### src/rtl/board_io_conditioner.sv
// board_io_conditioner: PLL-lock reset stretcher plus per-channel button debouncer with press/release pulses.
module board_io_conditioner #(
  parameter int N_BTN = 7,
  parameter int DEBOUNCE_CYC = 250000,
  parameter int RST_CYC = 16,
  parameter logic [N_BTN-1:0] BTN_INV = N_BTN'(7'b0000001)
) (
  input  logic             clk_25mhz,
  input  logic             reset,
  input  logic             pll_locked,
  input  logic [N_BTN-1:0] btn_in,
  output logic             sys_reset,
  output logic [N_BTN-1:0] btn_level,
  output logic [N_BTN-1:0] btn_press,
  output logic [N_BTN-1:0] btn_release
);
  localparam int RW = $clog2(RST_CYC + 1);
  localparam int DW = $clog2(DEBOUNCE_CYC + 1);
  localparam logic [RW-1:0] RST_MAX = RW'(RST_CYC);
  localparam logic [DW-1:0] DB_LAST = DW'(DEBOUNCE_CYC - 1);
  logic [1:0] lock_sync;
  logic [N_BTN-1:0] btn_s1, btn_s2, raw, flip;
  logic [RW-1:0] rst_cnt;
  logic [DW-1:0] db_cnt [N_BTN];
  logic clr;
  always_ff @(posedge clk_25mhz) begin
    lock_sync <= {lock_sync[0], pll_locked};
    btn_s1 <= btn_in;
    btn_s2 <= btn_s1;
  end
  always_ff @(posedge clk_25mhz) begin
    if (reset || !lock_sync[1]) rst_cnt <= '0;
    else if (rst_cnt != RST_MAX) rst_cnt <= rst_cnt + 1'b1;
    sys_reset <= reset || (rst_cnt < RST_MAX);
  end
  assign raw = btn_s2 ^ BTN_INV;
  assign clr = reset || sys_reset;
  always_comb begin
    flip = '0;
    for (int i = 0; i < N_BTN; i++) flip[i] = (raw[i] != btn_level[i]) && (db_cnt[i] == DB_LAST);
  end
  // a flip and its pulse land on the same edge, so pulses coincide with the level change
  always_ff @(posedge clk_25mhz) begin
    if (clr) begin
      btn_level <= '0;
      btn_press <= '0;
      btn_release <= '0;
      for (int i = 0; i < N_BTN; i++) db_cnt[i] <= '0;
    end else begin
      btn_level <= btn_level ^ flip;
      btn_press <= flip & raw;
      btn_release <= flip & ~raw;
      for (int i = 0; i < N_BTN; i++) db_cnt[i] <= (raw[i] == btn_level[i] || flip[i]) ? '0 : db_cnt[i] + 1'b1;
    end
  end
endmodule

### config.mk
export PLATFORM = sky130hd
export DESIGN_NAME = board_io_conditioner
export DESIGN_NICKNAME = d
export VERILOG_FILES = /design/src/rtl/board_io_conditioner.sv
export SDC_FILE = /design/constraint.sdc
export NUM_CORES = 1
export LEC_CHECK = 0
export CORE_ASPECT_RATIO = 0.6
export CORE_MARGIN = 2
export CORE_UTILIZATION = 44
export CTS_BUF_LIST = sky130_fd_sc_hd__clkbuf_4 sky130_fd_sc_hd__clkbuf_8
export DETAILED_ROUTE_END_ITERATION = 8
export REMOVE_ABC_BUFFERS = 1
export SYNTH_ARGS = -nofsm -noshare
export SYNTH_HDL_FRONTEND = slang
export SYNTH_SLANG_ARGS = --single-unit
export TNS_END_PERCENT = 10
### constraint.sdc
create_clock -name clk_25mhz -period 3.5 [get_ports clk_25mhz]
set_input_delay 0.525 -clock clk_25mhz [delete_from_list [all_inputs] [get_ports clk_25mhz]]
set_output_delay 0.525 -clock clk_25mhz [all_outputs]
set_load 0.005 [all_outputs]
==> qor.txt <==
Netlist cell types - 43
hold crit path type - flop to flop
initial core utilization - 45.5%
Global Route Usage Sum - 17.4%
CP arrival - 2.64 ns
status - completed
GRT overflow - 0
Seq/Total Area, Yosys - 47.8%
via count - 5,562
CTS H-Tree Depth - 4
kind of critical path - flop to flop
xor and xnor fraction of the mapped netlist area - 12.0%
largest family of logic cells by synthesized area - simple AND/OR/NAND/NOR gates
Final setup viols - 0
full die area - 17,100 um^2
Power Dens Cells - 438 nW/um^2
slew margin rel. - 19.7%
area share of the largest cell type after synthesis - 47.8%
Synth area leader - dfxtp_1
cts bufs inserted - 17
Worst Path Required - 3.78 ns
hold buffer count at cts - 0
Yosys warning total - 0
count leader, synth - dfxtp_1
post-cts sizing count - 0
WL per Instance - 14.0 um
area grow syn2layout - 12.9%
Post-Synth Simple-Gate Area - 30.6%
Crit. End Element - flop
clock buffer depth - 2
final hold violation count - 0
Final Critical Period - 2.36 ns
post-synthesis mux area share - 0.283%
layout cell share with drive strength beyond 1 - 5.80%
Post-Syn Instances - 785
Detailed Place HPWL - 10.2 mm
P_leak - 2.37 nW
DIE WIDTH - 168 um
CTS tree - built
asr flop ratio synth - 0%
Pint - 2.76 mW
Site Rows - 35
Routed WL - 14.4 mm
max cap viols - 0
number of global-route vias before repair - 5,191
Tot Pwr - 3.50 mW
die height - 102 um
Synth Area in Adders - 1.59%
Worst-path clk slew - 0.09 ns
Final Max Slew Viols - 0
initial antenna violation count - 0
port buffer count - 31
switch share - 21.0%
Synth Area in Compound Gates - 5.57%
Slew @ Worst Pin - 1.20 ns
worst vdd ir - 200 uV
crit share post-route - 67.6%
# diodes - 0
ranking of synthesized cells by area - dfxtp_1 (48%), xnor2_1 (8.3%), nor2_1 (6.5%)
drt pass-1 iters - 5
Fin Clk Skew - 0.0145 ns
sw power - 735 uW
synthesis-stage register bit count - 169
CTS sink cnt - 169
Commonest cells post-synth - dfxtp_1 (169), nor2_1 (122), xnor2_1 (67)
total negative slack - 0 ns
Setup crit start kind - flop
Mapped Area - 7070 um^2
Post-synth EDFFs - 0
I/O pins - 32
Comb power frac - 0.6%
Synth Flop Type - dfxtp_1
Final #Nets - 834
critical path peak fanout - 17
placer congestion estimate - 0.829
Skew-Pair Late Insertion Delay - 0.44 ns
first-pass GRT wire length - 24.3 mm
largest net degree at the start of global routing - 24
Peak Freq - 0.423 GHz
Routed Antenna Nets - 0
Remaining DRCs - 0
Starting DRT DRC Count - 285
clock root buffer - clkbuf_8
Clock power frac - 44.0%
RSZ-0062 raised after global routing - no
register share of total power - 55.4%
via-per-instance ratio - 5.39
core area - 15,500 um^2
post-CTS setup buffers - 0
Avg Inst Size Synth - 9.01 um^2
[worst max-delay path: stages (launching register included)]
cell and delay [ns]:
dfxtp_1 0.37, nor4b_1 0.54, nand3_1 0.22, o21ai_1 0.95
nor2_1 0.13
[stage by stage]
step                instances  utilization, %  setup slack, ns  hold slack, ns  area (um^2)
floorplan                 765               -             1.76           0.310         6980
global placement          999            48.5            0.995           0.311         7540
detailed placement        999            48.5            0.861           0.312         7540
CTS                      1031            51.4             1.15           0.329         7990
global route             1031            51.4            0.840           0.341         7990
finish                   1031            51.4             1.14           0.332         7990
[placed cells by master (no fill, tap or decap), types with 8 or more instances in the layout]
master,instances
a21oi_1,28
and3_1,22
and4_1,9
clkbuf_8,18
clkdlybuf4s50_1,31
dfxtp_1,169
ha_1,9
inv_1,15
nand2_1,41
nand2b_1,13
nand3_1,51
nand4_1,34
nor2_1,122
nor3_1,30
nor4_1,23
nor4b_1,10
o21ai_0,15
o31ai_1,8
or3_1,16
or4_1,9
xnor2_1,67
xor2_1,30
[worst paths after layout]
path                            from                      end  slack (ns)  depth (start not counted)
max reg2reg  db_cnt[3][6]$_SDFF_PP0_  db_cnt[3][3]$_SDFF_PP0_        1.14                          4
max          db_cnt[3][6]$_SDFF_PP0_  db_cnt[3][3]$_SDFF_PP0_        1.14                          4
min                btn_s1[3]$_DFF_P_        btn_s2[3]$_DFF_P_        0.33                          0
min reg2reg        btn_s1[3]$_DFF_P_        btn_s2[3]$_DFF_P_        0.33                          0
[state kept, by name (all words and copies together) (netlist names), named ones only]
register     flops
btn_press        7
db_cnt         126
btn_s1           7
btn_release      7
rst_cnt          5
btn_level        1
sys_reset        1
btn_s2           7
lock_sync        2
[area by class of cell]
class,instances,area (um^2)
timing repair buffer,31,310
inverter,15,56.3
sequential,169,3380
fill,1386,7560
tap,203,254
clock buffer,19,255
clock inverter,13,190
multi-input combinational,581,3540
[power by group through the flow]
stage	clock [mW]	combinational, mW	sequential, mW
CTS	1.58	0.0205	1.94
global placement	0	0.0197	1.98
floorplan	0	0.00874	1.98
global route	1.64	0.0228	1.94
finish	1.54	0.0204	1.94
detailed placement	0	0.0205	1.98
[logic make-up after synthesis]
logic type                 after synthesis
and+or+nand+nor                        408
buffers and inverters                   35
DFF                                    169
adders and majority gates                9
AOI/OAI and AO/OA                       65
xor gates and xnor gates                97
muxes                                    2
[routing by layer]
layer	track usage (%)	vias to the layer above	part of all wire, %
met5	0	-	0
met4	6.35	0	1.3
met3	3.21	16	3.2
met2	26.9	82	43
met1	24.7	2630	53
li1	-	2834	-
No activity file was read; power rests on OpenSTA's default activity.
